[src/rtl/uart_tx_fifo_sched_if.sv]
// FIFO-read and transmitter-launch signal bundle for the TX drain scheduler.
// master = scheduler side, slave = FIFO/transmitter side.
interface uart_tx_fifo_sched_if #(
  parameter int DATA_W = 8,
  parameter int STAT_W = 4
);
  logic [STAT_W-1:0] Fifo_Status;
  logic [DATA_W-1:0] Fifo_Data;
  logic              Fifo_Read;
  logic              Tx_Busy;
  logic              Tx_Start;
  logic [DATA_W-1:0] Tx_Data;

  modport master (
    input  Fifo_Status,
    input  Fifo_Data,
    input  Tx_Busy,
    output Fifo_Read,
    output Tx_Start,
    output Tx_Data
  );

  modport slave (
    output Fifo_Status,
    output Fifo_Data,
    output Tx_Busy,
    input  Fifo_Read,
    input  Tx_Start,
    input  Tx_Data
  );
endinterface

[src/rtl/uart_tx_fifo_sched.sv]
// TX FIFO drain scheduler: pop, capture after read latency, launch, await busy.
// Optional clear-to-send gating via the TX_FLOW_CTRL_EN macro (adds Cts_n).
module uart_tx_fifo_sched #(
  parameter int DATA_W       = 8,
  parameter int STAT_W       = 4,
  parameter int READ_LAT     = 1,
  parameter int GAP_CYCLES   = 0,
  parameter int BUSY_TIMEOUT = 16
) (
  input  logic        Clk,
  input  logic        Reset,
  input  logic        Enable,
`ifdef TX_FLOW_CTRL_EN
  input  logic        Cts_n,
`endif
  uart_tx_fifo_sched_if.master bus,
  output logic        Idle,
  output logic [15:0] Byte_Count,
  output logic        Tx_Error
);

  localparam int LAT_W = (READ_LAT > 1) ? $clog2(READ_LAT) : 1;
  localparam int GAP_W = (GAP_CYCLES > 0) ? $clog2(GAP_CYCLES + 1) : 1;
  localparam int TMO_W = $clog2(BUSY_TIMEOUT + 1);

  localparam logic [LAT_W-1:0] LAT_LAST = LAT_W'(READ_LAT - 1);
  localparam logic [GAP_W-1:0] GAP_LOAD = GAP_W'(GAP_CYCLES);
  localparam logic [GAP_W-1:0] GAP_ONE  = GAP_W'(1);
  localparam logic [TMO_W-1:0] TMO_LAST = TMO_W'(BUSY_TIMEOUT - 1);
  localparam logic [TMO_W-1:0] TMO_ONE  = TMO_W'(1);

  typedef enum logic [2:0] {
    S_IDLE,
    S_POP,
    S_WAIT,
    S_LAUNCH,
    S_ARM,
    S_SEND
  } state_t;

  state_t            state;
  logic [LAT_W-1:0]  lat_cnt;
  logic [GAP_W-1:0]  gap_cnt;
  logic [TMO_W-1:0]  tmo_cnt;
  logic              cts_ok;
  logic              go;

`ifdef TX_FLOW_CTRL_EN
  assign cts_ok = ~Cts_n;
`else
  assign cts_ok = 1'b1;
`endif

  // Busy already high means someone else owns the transmitter.
  assign go = Enable & cts_ok & ~bus.Tx_Busy
            & (bus.Fifo_Status != '0);

  always_ff @(posedge Clk or negedge Reset) begin
    if (!Reset) begin
      state         <= S_IDLE;
      bus.Fifo_Read <= 1'b0;
      bus.Tx_Start  <= 1'b0;
      bus.Tx_Data   <= '0;
      Idle          <= 1'b1;
      Byte_Count    <= '0;
      Tx_Error      <= 1'b0;
      lat_cnt       <= '0;
      gap_cnt       <= '0;
      tmo_cnt       <= '0;
    end else begin
      bus.Fifo_Read <= 1'b0;
      bus.Tx_Start  <= 1'b0;
      unique case (state)
        S_IDLE: begin
          if (gap_cnt != '0) begin
            gap_cnt <= gap_cnt - GAP_ONE;
            Idle    <= (gap_cnt == GAP_ONE);
          end else if (go) begin
            state         <= S_POP;
            bus.Fifo_Read <= 1'b1;
            Idle          <= 1'b0;
          end else begin
            Idle <= 1'b1;
          end
        end
        S_POP: begin
          state   <= S_WAIT;
          lat_cnt <= '0;
        end
        S_WAIT: begin
          if (lat_cnt == LAT_LAST) begin
            state        <= S_LAUNCH;
            bus.Tx_Data  <= bus.Fifo_Data;
            bus.Tx_Start <= 1'b1;
            Byte_Count   <= Byte_Count + 16'd1;
          end else begin
            lat_cnt <= lat_cnt + 1'b1;
          end
        end
        S_LAUNCH: begin
          // tmo_cnt tracks cycles elapsed since the Tx_Start cycle
          state   <= S_ARM;
          tmo_cnt <= TMO_ONE;
        end
        S_ARM: begin
          if (bus.Tx_Busy) begin
            state <= S_SEND;
          end else if (tmo_cnt == TMO_LAST) begin
            state    <= S_IDLE;
            Tx_Error <= 1'b1;
            Idle     <= 1'b1;
          end else begin
            tmo_cnt <= tmo_cnt + 1'b1;
          end
        end
        S_SEND: begin
          if (!bus.Tx_Busy) begin
            state   <= S_IDLE;
            gap_cnt <= GAP_LOAD;
            Idle    <= (GAP_CYCLES == 0);
          end
        end
        default: state <= S_IDLE;
      endcase
    end
  end

endmodule

[src/flat_wrapper.sv]
// flat-port wrapper written by rule: the top's interface ports become plain ports
module uart_tx_fifo_sched_flat 
#(
  parameter int DATA_W       = 8,
  parameter int STAT_W       = 4,
  parameter int READ_LAT     = 1,
  parameter int GAP_CYCLES   = 0,
  parameter int BUSY_TIMEOUT = 16
)
  (Clk, Reset, Enable, Idle, Byte_Count, Tx_Error, bus_Fifo_Status, bus_Fifo_Data, bus_Tx_Busy, bus_Fifo_Read, bus_Tx_Start, bus_Tx_Data);
  uart_tx_fifo_sched_if #(.DATA_W(DATA_W), .STAT_W(STAT_W)) bus_i ();
  input  logic Clk;
  input  logic Reset;
  input  logic Enable;
  output logic Idle;
  output logic [15:0] Byte_Count;
  output logic Tx_Error;
  input wire logic [$bits(bus_i.Fifo_Status)-1:0] bus_Fifo_Status;
  input wire logic [$bits(bus_i.Fifo_Data)-1:0] bus_Fifo_Data;
  input wire logic [$bits(bus_i.Tx_Busy)-1:0] bus_Tx_Busy;
  output wire logic [$bits(bus_i.Fifo_Read)-1:0] bus_Fifo_Read;
  output wire logic [$bits(bus_i.Tx_Start)-1:0] bus_Tx_Start;
  output wire logic [$bits(bus_i.Tx_Data)-1:0] bus_Tx_Data;
  assign bus_i.Fifo_Status = bus_Fifo_Status;
  assign bus_i.Fifo_Data = bus_Fifo_Data;
  assign bus_i.Tx_Busy = bus_Tx_Busy;
  assign bus_Fifo_Read = bus_i.Fifo_Read;
  assign bus_Tx_Start = bus_i.Tx_Start;
  assign bus_Tx_Data = bus_i.Tx_Data;
  uart_tx_fifo_sched #(.DATA_W(DATA_W), .STAT_W(STAT_W), .READ_LAT(READ_LAT), .GAP_CYCLES(GAP_CYCLES), .BUSY_TIMEOUT(BUSY_TIMEOUT)) u_core (.Clk(Clk), .Reset(Reset), .Enable(Enable), .bus(bus_i), .Idle(Idle), .Byte_Count(Byte_Count), .Tx_Error(Tx_Error));
endmodule
[config.mk]
export PLATFORM = sky130hd
export DESIGN_NAME = uart_tx_fifo_sched_flat
export DESIGN_NICKNAME = d
export VERILOG_FILES = /design/src/rtl/uart_tx_fifo_sched_if.sv /design/src/rtl/uart_tx_fifo_sched.sv /design/src/flat_wrapper.sv
export SDC_FILE = /design/constraint.sdc
export NUM_CORES = 1
export LEC_CHECK = 0
export ABC_AREA = 1
export CAP_MARGIN = 20
export CORE_AREA = 2 2 64 66
export DETAILED_ROUTE_END_ITERATION = 8
export DIE_AREA = 0 0 66 68
export PLACE_DENSITY = 0.82
export RECOVER_POWER = 50
export SLEW_MARGIN = 40
export SYNTH_ARGS = -nofsm -noshare
export SYNTH_HDL_FRONTEND = slang
export SYNTH_SLANG_ARGS = --single-unit
[constraint.sdc]
create_clock -name Clk -period 1.5 [get_ports Clk]
set_input_delay 0.3 -clock Clk [delete_from_list [all_inputs] [get_ports Clk]]
set_output_delay 0.3 -clock Clk [all_outputs]
set_load 0.1 [all_outputs]
==> results of run 1 <==
[cells by family (layout without fill, tap and decap cells)]
kind of cell / after synthesis / in the layout / share of synthesized area, %
simple gates: 122 / 122 / 31.73
xor+xnor: 9 / 9 / 4.402
flops: 36 / 36 / 50.38
buf+inv: 33 / 88 / 7.477
fa+ha+maj: 3 / 3 / 2.097
compound gates: 12 / 12 / 3.914
[final timing paths]
path,from,end,slack [ps],depth (start not counted)
hold / removal,Reset,u_core.Byte_Count[14]$_DFFE_PN0P_,450,2
min in group Clk,u_core.bus.Tx_Data[4]$_DFFE_PN0P_,u_core.bus.Tx_Data[4]$_DFFE_PN0P_,490,2
setup reg to reg,u_core.tmo_cnt[1]$_DFFE_PN0P_,u_core.state[2]$_DFFE_PN0P_,10,9
hold reg to reg,u_core.bus.Tx_Data[4]$_DFFE_PN0P_,u_core.bus.Tx_Data[4]$_DFFE_PN0P_,490,2
max in group asynchronous,Reset,u_core.Byte_Count[1]$_DFFE_PN0P_,200,3
setup / recovery,u_core.tmo_cnt[1]$_DFFE_PN0P_,u_core.state[2]$_DFFE_PN0P_,10,9
[cells in the mapped netlist]
cell type   n
a21o_1      1
a21oi_1     3
a31o_2      1
buf_2       2
buf_6       1
dfrtp_1    35
dfstp_2     1
ha_1        3
inv_1      29
inv_2       1
nand2_1    74
nand2_2     2
nand2_4     2
nand3_1    14
nand4_1     8
nor2_1     10
nor2_2      2
nor2_4      3
nor3_1      5
nor3_2      1
nor3_4      1
o21ai_0     4
o21ai_1     2
o21ai_2     1
xnor2_1     5
xor2_1      4
[metal layers]
metal	wire, um	up-vias	GRT usage (%)	part of all wire (%)
li1	-	782	-	-
met1	1598	750	24.02	40
met2	2071	66	35.35	52
met3	296	8	7.566	7.4
met4	50	0	6.378	1.2
met5	0	-	0	0
[stage by stage]
step                      instance area [um^2]  hold slack, ps
final                                     2730           450.6
after floorplan                           1844           4.409
after CTS                                 2780           479.2
after detailed placement                  2634           245.8
after global placement                    2634           236.0
after global routing                      2730           495.3
[layout make-up]
type	count	share of cell area (%)
Clock inverter	1	1.100
Sequential cell	36	34.28
Tap cell	50	2.291
Multi-Input combinational cell	146	29.74
Clock buffer	7	3.529
Timing Repair Buffer	50	24.93
Inverter	30	4.125
[flip-flops by register name, summed over array words and instances, names as in the netlist]
signal                flops
u_core.Byte_Count        16
u_core.bus.Tx_Data        8
u_core.tmo_cnt            5
u_core.state              3
u_core.Idle               1
u_core.Tx_Error           1
u_core.bus.Fifo_Read      1
u_core.bus.Tx_Start       1
[timing repair]
| action | 4_1_cts | 5_1_grt |
|---|---|---|
| setup endpoints to repair | 5 | 8 |
| cloned | 0 | 0 |
| endpoints found under the hold margin | 15 | 0 |
| pin swaps | 1 | 3 |
| hold buffers | 1 | 0 |
| setup buffers | 0 | 2 |
| resized for setup | 3 | 9 |
[power groups by stage]
stage               sequential [W]  clock [W]  combinational [W]
finish                     0.00162   0.000925            0.00312
detailed placement         0.00168          0            0.00328
floorplan                  0.00297          0           0.000763
global placement           0.00166          0            0.00324
CTS                        0.00166   0.000948            0.00331
global route               0.00165   0.000991            0.00328
[worst max-delay path, stage by stage, from the launching register on]
cell and delay, ps:
dfrtp_1 380, ha_2 200, inv_1 50, nor3_2 120, ha_2 200, inv_1 50, nand3_1 150, nand3_1 100
nand2_1 70, nand2_1 60
[layout by cell type (no fill, tap or decap), types with 3 or more instances in the layout]
cell | Yosys | final
nand3_1 | 14 | 13
nand2_2 | 2 | 3
nor2_4 | 3 | 4
dfrtp_2 | 0 | 12
nor2_1 | 10 | 10
o21ai_0 | 4 | 4
nand4_1 | 8 | 8
clkdlybuf4s50_1 | 0 | 13
dfrtp_4 | 0 | 5
nand2_1 | 74 | 72
xor2_1 | 4 | 4
a21oi_1 | 3 | 3
dfrtp_1 | 35 | 18
clkbuf_8 | 0 | 7
buf_4 | 0 | 5
inv_1 | 29 | 29
buf_12 | 0 | 22
clkbuf_4 | 0 | 5
nand2_4 | 2 | 3
nor3_1 | 5 | 3
xnor2_1 | 5 | 5
==> results.yml, run 1 <==
outcome:
  status: "complete, no violations"
place:
  placedCellCount: 309
  globalplace.congestion: 0.8790
  pre_cts_slack_ps: -34.97
  port-buffer-count: 43
  place_hpwl_um: 2919
clock_network:
  clockBufferDepth: 2
  numCtsBuffers: 5
  clkTransAtPathRegs_ps: 70
  ctsHtreeMaxLevel: 2
  cts_tree: "done"
  clk_latency_ps: 290
  clkSinkCount: 36
  cts-root-buf: "clkbuf_8"
final_layout:
  seq_area_um2: 935.9
  layout-drive-gt1-share_pct: 31.11
  final_util_pct: 70.80
  syn2layout_area_growth_pct: 52.48
  fin_cells: 320
  nets: 288
  diodes: 0
  fillers: 269
  multi_input_area_um2: 812.0
drt:
  wl_per_cell_um: 12.55
  dr_total_vias: 1606
  firstDrtPassIters: 5
  via_per_inst: 5.019
  ant_nets: 0
  postRouteWirelength_um: 4015
  drt_iter0_markers: 76
  drcViolationCount: 0
run:
  drv_cap: 0
sta:
  setup_viol: 0
  worst_slack_ps: 11.36
  post-route-period-util_pct: 99.24
  max_freq_mhz: 671.8
  slew_violations: 0
  skew_ps: 4.426
  relSlewSlack_pct: 66.03
  setup_tns_ps: 0
  rsz0062_at_grt: "true"
  period_minus_slack_ps: 1489
  hold_violations: 0
  worst_pin_slew_ps: 509.5
power:
  intPower_w: 0.002816
  pwr_density_cell_nw_per_um2: 2074
  seqPwrFrac_pct: 28.6
  clkPwrFrac_pct: 16.3
  ir_drop_mv: 1.627
  p_comb_share_pct: 55.1
  p_switching_w: 0.002846
  leakagePower_nw: 1.328
  finalPower_w: 0.005661
  power.share.switching_pct: 50.26
global_routing:
  grt_pass1_wl_um: 6851
  grtUsageTotal_pct: 20.52
  gr-total-overflow: 0
  antenna_found_initial: 0
  grt_pass1_vias: 1558
  grt_max_degree: 22
critical_path:
  critical_path.endpoint_type: "flop"
  crit_type: "reg2reg"
  critPathMaxFanout: 5
  critPathLaunchType: "flop"
  critPathRequiredTime_ps: 1670
  cp.arrival_ps: 1660
worst_hold_path:
  hold_path_class: "in2async"
yosys:
  synthTopCellsByArea: "dfrtp_1, nand2_1, inv_1"
  synth_top_area_share_pct: 48.92
  synth_area_um2: 1790
  yosysTopAreaCell: "dfrtp_1"
  synth_nets: 234
  postSynthCellCount: 215
  yosysSeqAreaShare_pct: 50.38
  synth_cell_types: 26
  synth_seq_cells: 36
  ys.warnings.count: 0
  syn_avg_cell_area_um2: 8.328
floorplanning:
  ios: 44
  design.core.area_um2: 3856
  die_w_um: 66
  fp.dieArea_um2: 4488
  die_h_um: 68
  start_util_pct: 46.43
  std_cell_rows: 23
No activity file was read; power rests on OpenSTA's default activity.
==> inputs of run 2 (changes only) <==
--- a/config.mk
+++ b/config.mk
@@ -12,6 +12,7 @@
 export DIE_AREA = 0 0 66 68
 export PLACE_DENSITY = 0.82
 export RECOVER_POWER = 50
+export SETUP_SLACK_MARGIN = 0.5
 export SLEW_MARGIN = 40
 export SYNTH_ARGS = -nofsm -noshare
 export SYNTH_HDL_FRONTEND = slang
==> constraint.sdc (replaced) <==
create_clock -name Clk -period 1.5 [get_ports Clk]
set_input_delay 0.225 -clock Clk [delete_from_list [all_inputs] [get_ports Clk]]
set_output_delay 0.225 -clock Clk [all_outputs]
set_load 0.1 [all_outputs]
==> run 2 against run 1 <==
  * The run now ends with negative setup slack left
  * Sequential cell count unchanged
  * Global-route usage rose by 4.3 points
  * Clock power shrank 27%
  * Worst setup slack worse by 77 ps
  * Worst hold slack worse by 93 ps
  * Critical path depth up 1
  * Non-clock buffer count increased by 28
  * Final area rose by 17%
  * Critical path type unchanged
  * Critical endpoint is now u_core.tmo_cnt[1]$_DFFE_PN0P_
==> results.yml, run 2 (synthesis gave the netlist of run 1 again) <==
clock_network:
  clkSinkCount: 36
  ctsHtreeMaxLevel: 2
  clockBufferDepth: 2
  clkTransAtPathRegs_ps: 80
  clk_latency_ps: 300
  numCtsBuffers: 5
  cts-root-buf: "clkbuf_8"
  cts_tree: "done"
critical_path:
  critPathRequiredTime_ps: 1710
  critical_path.endpoint_type: "flop"
  critPathLaunchType: "flop"
  critPathMaxFanout: 7
  cp.arrival_ps: 1780
  crit_type: "reg2reg"
final_layout:
  final_common_cell: "nand2_1"
  largest_reg_flops: 16
  top_regs: "u_core.Byte_Count (16), u_core.bus.Tx_Data (8), u_core.tmo_cnt (5)"
  diodes: 0
  largest_register: "u_core.Byte_Count"
  nets: 316
  final_util_pct: 82.61
  layout_common_cells: "nand2_1, inv_1, buf_4"
  syn2layout_area_growth_pct: 77.92
  layout-drive-gt1-share_pct: 57.05
sta:
  hold_violations: 0
  worst_pin_slew_ps: 894.6
  setup_viol: 4
  skew_ps: 13.19
  worst_slack_ps: -65.71
  max_freq_mhz: 638.7
  slew_violations: 0
  relSlewSlack_pct: 40.36
  whs_ps: 357.9
  rsz0062_at_grt: "true"
  setup_tns_ps: -102.6
  post-route-period-util_pct: 104.4
  period_minus_slack_ps: 1566
global_routing:
  grt_pass1_vias: 1818
  grt_max_degree: 37
  grt_pass1_wl_um: 8231
  grtUsageTotal_pct: 24.86
  antenna_found_initial: 0
  gr-total-overflow: 0
power:
  p_switching_w: 0.003410
  clkPwrFrac_pct: 10.3
  seqPwrFrac_pct: 25.7
  pwr_density_cell_nw_per_um2: 2062
  ir_drop_mv: 1.649
  power.share.switching_pct: 51.91
  intPower_w: 0.003160
  leakagePower_nw: 1.579
  finalPower_w: 0.006570
  p_comb_share_pct: 63.9
floorplanning:
  std_cell_rows: 23
  ios: 44
  die_w_um: 66
  fp.dieArea_um2: 4488
  die_h_um: 68
  start_util_pct: 46.43
  design.core.area_um2: 3856
outcome:
  status: "complete, but fails checks"
  violations: "negative setup slack"
drt:
  postRouteWirelength_um: 5944
  firstDrtPassIters: 4
  dr_total_vias: 1815
  drt_iter0_markers: 148
  via_per_inst: 5.216
  wl_per_cell_um: 17.08
  ant_nets: 0
  drcViolationCount: 0
run:
  drv_cap: 0
place:
  port-buffer-count: 43
  globalplace.congestion: 0.8787
  place_hpwl_um: 2989
worst_hold_path:
  hold_path_class: "in2reg"
run 2: cell count changes in the layout (fill, tap and decap cells not counted), moves of 5 or more:
cell	before	now
inv_1	29	23
inv_2	1	6
buf_6	0	5
nand2_4	3	13
nand3_1	13	5
nand2_1	72	44
dfrtp_4	5	15
clkbuf_4	5	0
nand3_2	1	7
buf_2	2	10
nand2_2	3	21
dfrtp_1	18	7
buf_4	5	23
run 2: cell type report:
class | instances | area (um^2)
clock inverters | 1 | 5.005
flip-flops and latches | 36 | 978.4
well taps | 50 | 62.56
inverters | 30 | 120.1
clock buffers | 7 | 76.32
multi-input cells | 146 | 1039
repair buffers | 78 | 904.6
fillers | 180 | 670.6
run 2: path summary, 6_finish.rpt:
| check | cells past startpoint | start | endpoint | slack [ps] |
|---|---|---|---|---|
| max | 10 | u_core.tmo_cnt[1]$_DFFE_PN0P_ | u_core.tmo_cnt[1]$_DFFE_PN0P_ | -70 |
| min | 3 | bus_Tx_Busy | u_core.state[0]$_DFFE_PN0P_ | 360 |
| max reg2reg | 10 | u_core.tmo_cnt[1]$_DFFE_PN0P_ | u_core.tmo_cnt[1]$_DFFE_PN0P_ | -70 |
| min reg2reg | 1 | u_core.Tx_Error$_DFFE_PN0P_ | u_core.Tx_Error$_DFFE_PN0P_ | 480 |
| max in group asynchronous | 3 | Reset | u_core.Byte_Count[11]$_DFFE_PN0P_ | 170 |
| min in group asynchronous | 3 | Reset | u_core.bus.Tx_Data[7]$_DFFE_PN0P_ | 670 |
run 2: power groups by stage:
stage	sequential, W	clock [W]	combinational (W)
floorplan	0.00304	0	0.000830
global placement	0.00172	0	0.00330
detailed placement	0.00173	0	0.00334
CTS	0.00171	0.000678	0.00389
global route	0.00172	0.000708	0.00438
finish	0.00169	0.000679	0.00420
run 2: what timing repair did:
action | CTS | global route
endpoints found under the setup margin | 63 | 63
gates cloned | 1 | 0
setup buffers | 20 | 8
hold buffers | 1 | 0
pin swaps | 17 | 25
hold endpoints to repair | 35 | 0
gates resized for setup | 37 | 45
run 2: per-layer routing:
metal  vias up  share of wire (%)  global-route usage, %
met5         -                  0                      0
met4         0                3.7                  11.48
met3        20                4.5                  6.743
met2        85                 54                  45.08
met1       870                 37                  27.23
li1        840                  -                      -
run 2: critical path, cell delays in order, from the launching register on:
cell and delay [ps]:
dfrtp_1 390, ha_2 210, inv_2 40, nor3_2 140, ha_2 230, inv_2 50
nand2_2 80, nand2_2 60, nand2_4 110, nand2_1 90, o21ai_1 90
run 2: stage by stage:
stage               cell area (um^2)  instances  worst slack (ps)
floorplan                       1946        215             99.92
global placement                2730        310             80.11
detailed placement              2730        310             3.690
CTS                             3127        340             114.8
global route                    3186        348            -152.5
finish                          3186        348            -65.71
==> inputs of run 3 (changes only) <==
--- a/config.mk
+++ b/config.mk
@@ -7,9 +7,9 @@
 export LEC_CHECK = 0
 export ABC_AREA = 1
 export CAP_MARGIN = 20
-export CORE_AREA = 2 2 64 66
+export CORE_AREA = 2 2 49 85
 export DETAILED_ROUTE_END_ITERATION = 8
-export DIE_AREA = 0 0 66 68
+export DIE_AREA = 0 0 51 87
 export PLACE_DENSITY = 0.82
 export RECOVER_POWER = 50
 export SETUP_SLACK_MARGIN = 0.5
==> run 3 against run 2 <==
  * Worst setup slack better by 13 ps
  * Fmax rose by 0.87%
  * Wire length up 18%
  * Global-route usage grew 1.7 points
  * First-iteration DRC count is 66% lower
  * Utilization is 6.2 points higher
  * The flow still finishes with violations (negative setup slack)
  * Worst hold slack better by 70 ps
  * Count of clock-buffer cells in the layout fell by 1
  * Highest routed layer unchanged
  * Final area rose by 5.7%
  * Critical endpoint unchanged
  * Sequential share of layout area decreased by 1.6 points
==> results.yml, run 3 (synthesis gave the netlist of run 1 again) <==
sta:
  max_freq_mhz: 644.2
  relSlewSlack_pct: 66.00
  rsz0062_at_grt: "true"
  whs_ps: 428.0
  slew_violations: 0
  worst_pin_slew_ps: 510.1
  setup_tns_ps: -101.8
  post-route-period-util_pct: 103.5
  period_minus_slack_ps: 1552
  worst_slack_ps: -52.28
  hold_violations: 0
  setup_viol: 3
  skew_ps: 11.90
drt:
  dr_total_vias: 1953
  drcViolationCount: 0
  drt_iter0_markers: 50
  firstDrtPassIters: 4
  wl_per_cell_um: 19.94
  postRouteWirelength_um: 7020
  via_per_inst: 5.548
  ant_nets: 0
floorplanning:
  start_util_pct: 47.23
  design.core.area_um2: 3791
  die_h_um: 87
  fp.dieArea_um2: 4437
  die_w_um: 51
  ios: 44
  std_cell_rows: 30
clock_network:
  clkTransAtPathRegs_ps: 80
  cts-root-buf: "clkbuf_8"
  clockBufferDepth: 2
  clkSinkCount: 36
  clk_latency_ps: 300
  ctsHtreeMaxLevel: 2
  cts_tree: "done"
  numCtsBuffers: 5
critical_path:
  cp-startpoint: "u_core.tmo_cnt[1]$_DFFE_PN0P_"
  critPathRequiredTime_ps: 1710
  crit_chain: "ha_2 > inv_2 > nor3_2 > ha_2 > inv_2 > nand2_2 > nand2_2 > nand2_4 > nand2_2 > o21ai_1"
  r2r_start: "u_core.tmo_cnt[1]$_DFFE_PN0P_"
  slowest_stage: "dfrtp_1"
  critPathLaunchType: "flop"
  critical_path.endpoint_type: "flop"
  cp.arrival_ps: 1760
  critPathMaxFanout: 7
  critical_path.most_common_cell: "nand2_2"
  crit_type: "reg2reg"
  max_stage_delay_ps: 380
power:
  ir_drop_mv: 2.356
  pwr_density_cell_nw_per_um2: 2083
  leakagePower_nw: 1.608
  finalPower_w: 0.007011
final_layout:
  largest_register: "u_core.Byte_Count"
  diodes: 0
  layout_common_cells: "nand2_1, buf_12, buf_4"
  syn2layout_area_growth_pct: 87.98
  top_regs: "u_core.Byte_Count (16), u_core.bus.Tx_Data (8), u_core.tmo_cnt (5)"
  final_area_um2: 3366
  nets: 322
  largest_reg_flops: 16
  fin_cells: 352
  fillers: 142
  layout-drive-gt1-share_pct: 59.21
  final_common_cell: "nand2_1"
place:
  port-buffer-count: 43
  place_area_um2: 2720
  place_hpwl_um: 3189
  globalplace.congestion: 0.8515
  placedCellCount: 307
global_routing:
  antenna_found_initial: 0
  grtUsageTotal_pct: 26.52
  gr-total-overflow: 0
  grt_pass1_wl_um: 8666
  grt_max_degree: 20
  grt_pass1_vias: 1952
outcome:
  status: "complete, but fails checks"
  violations: "negative setup slack"
worst_hold_path:
  hold_path_class: "in2async"
run:
  drv_cap: 0
-- run 3: power by group --
group / leakage (nW) / internal, W / total, W / switching (W)
Combinational: 1.13 / 0.00178 / 0.00453 / 0.00275
Sequential: 0.424 / 0.00133 / 0.00174 / 0.000413
Clock: 0.0510 / 0.000367 / 0.000738 / 0.000371
-- run 3: final cells by class --
type	instances	area, um^2	share of cell area (%)
Multi-Input combinational cell	146	1040	30.89
Tap cell	48	60.06	1.784
Timing Repair Buffer	83	1056	31.38
Sequential cell	36	980.9	29.14
Timing Repair inverter	1	11.26	0.3346
Inverter	30	125.1	3.717
Clock buffer	6	82.58	2.454
Clock inverter	2	10.01	0.2974
-- run 3: routing by layer --
layer / global-route usage, % / wire [um] / vias up / share of wire [%]
met5: 0 / 0 / - / 0
met4: 19.16 / 274 / 0 / 3.9
met3: 6.014 / 449 / 24 / 6.4
met2: 47.46 / 4020 / 111 / 57
met1: 25.68 / 2276 / 972 / 32
li1: - / - / 846 / -
-- run 3: critical path, delay by kind of cell, from the launching register on --
| kind | cells | cell delay, ps |
|---|---|---|
| AND/OR/NAND/NOR | 5 | 460 |
| adder cells (fa/ha/maj) | 2 | 430 |
| flip-flops | 1 | 380 |
| AO/OA/AOI/OAI | 1 | 110 |
| buffers and inverters | 2 | 90 |
-- run 3: timing repair --
| action | in CTS | in global routing |
|---|---|---|
| pin swaps | 17 | 18 |
| cloned | 0 | 1 |
| hold buffers | 1 | 0 |
| endpoints found under the setup margin | 63 | 64 |
| gates resized for setup | 32 | 45 |
| setup buffers | 20 | 15 |
| hold endpoints to repair | 18 | 0 |
-- run 3: through the flow --
stage / util [%] / worst slack [ps]
4_1_cts: 81.32 / 70.67
5_1_grt: 88.78 / -149.2
2_1_floorplan: - / 99.92
6_report: 88.78 / -52.28
3_3_place_gp: 71.75 / 79.01
3_5_place_dp: 71.75 / -33.74
-- run 3: path summary, 6_finish.rpt --
path,endpoint,slack (ps),cells after the start
max,u_core.tmo_cnt[1]$_DFFE_PN0P_,-50,10
min,u_core.Byte_Count[12]$_DFFE_PN0P_,430,2
max reg2reg,u_core.tmo_cnt[1]$_DFFE_PN0P_,-50,10
min reg2reg,u_core.tmo_cnt[4]$_DFFE_PN0P_,510,2
max in group asynchronous,u_core.Byte_Count[4]$_DFFE_PN0P_,190,3
min in group Clk,u_core.bus.Tx_Data[4]$_DFFE_PN0P_,460,3
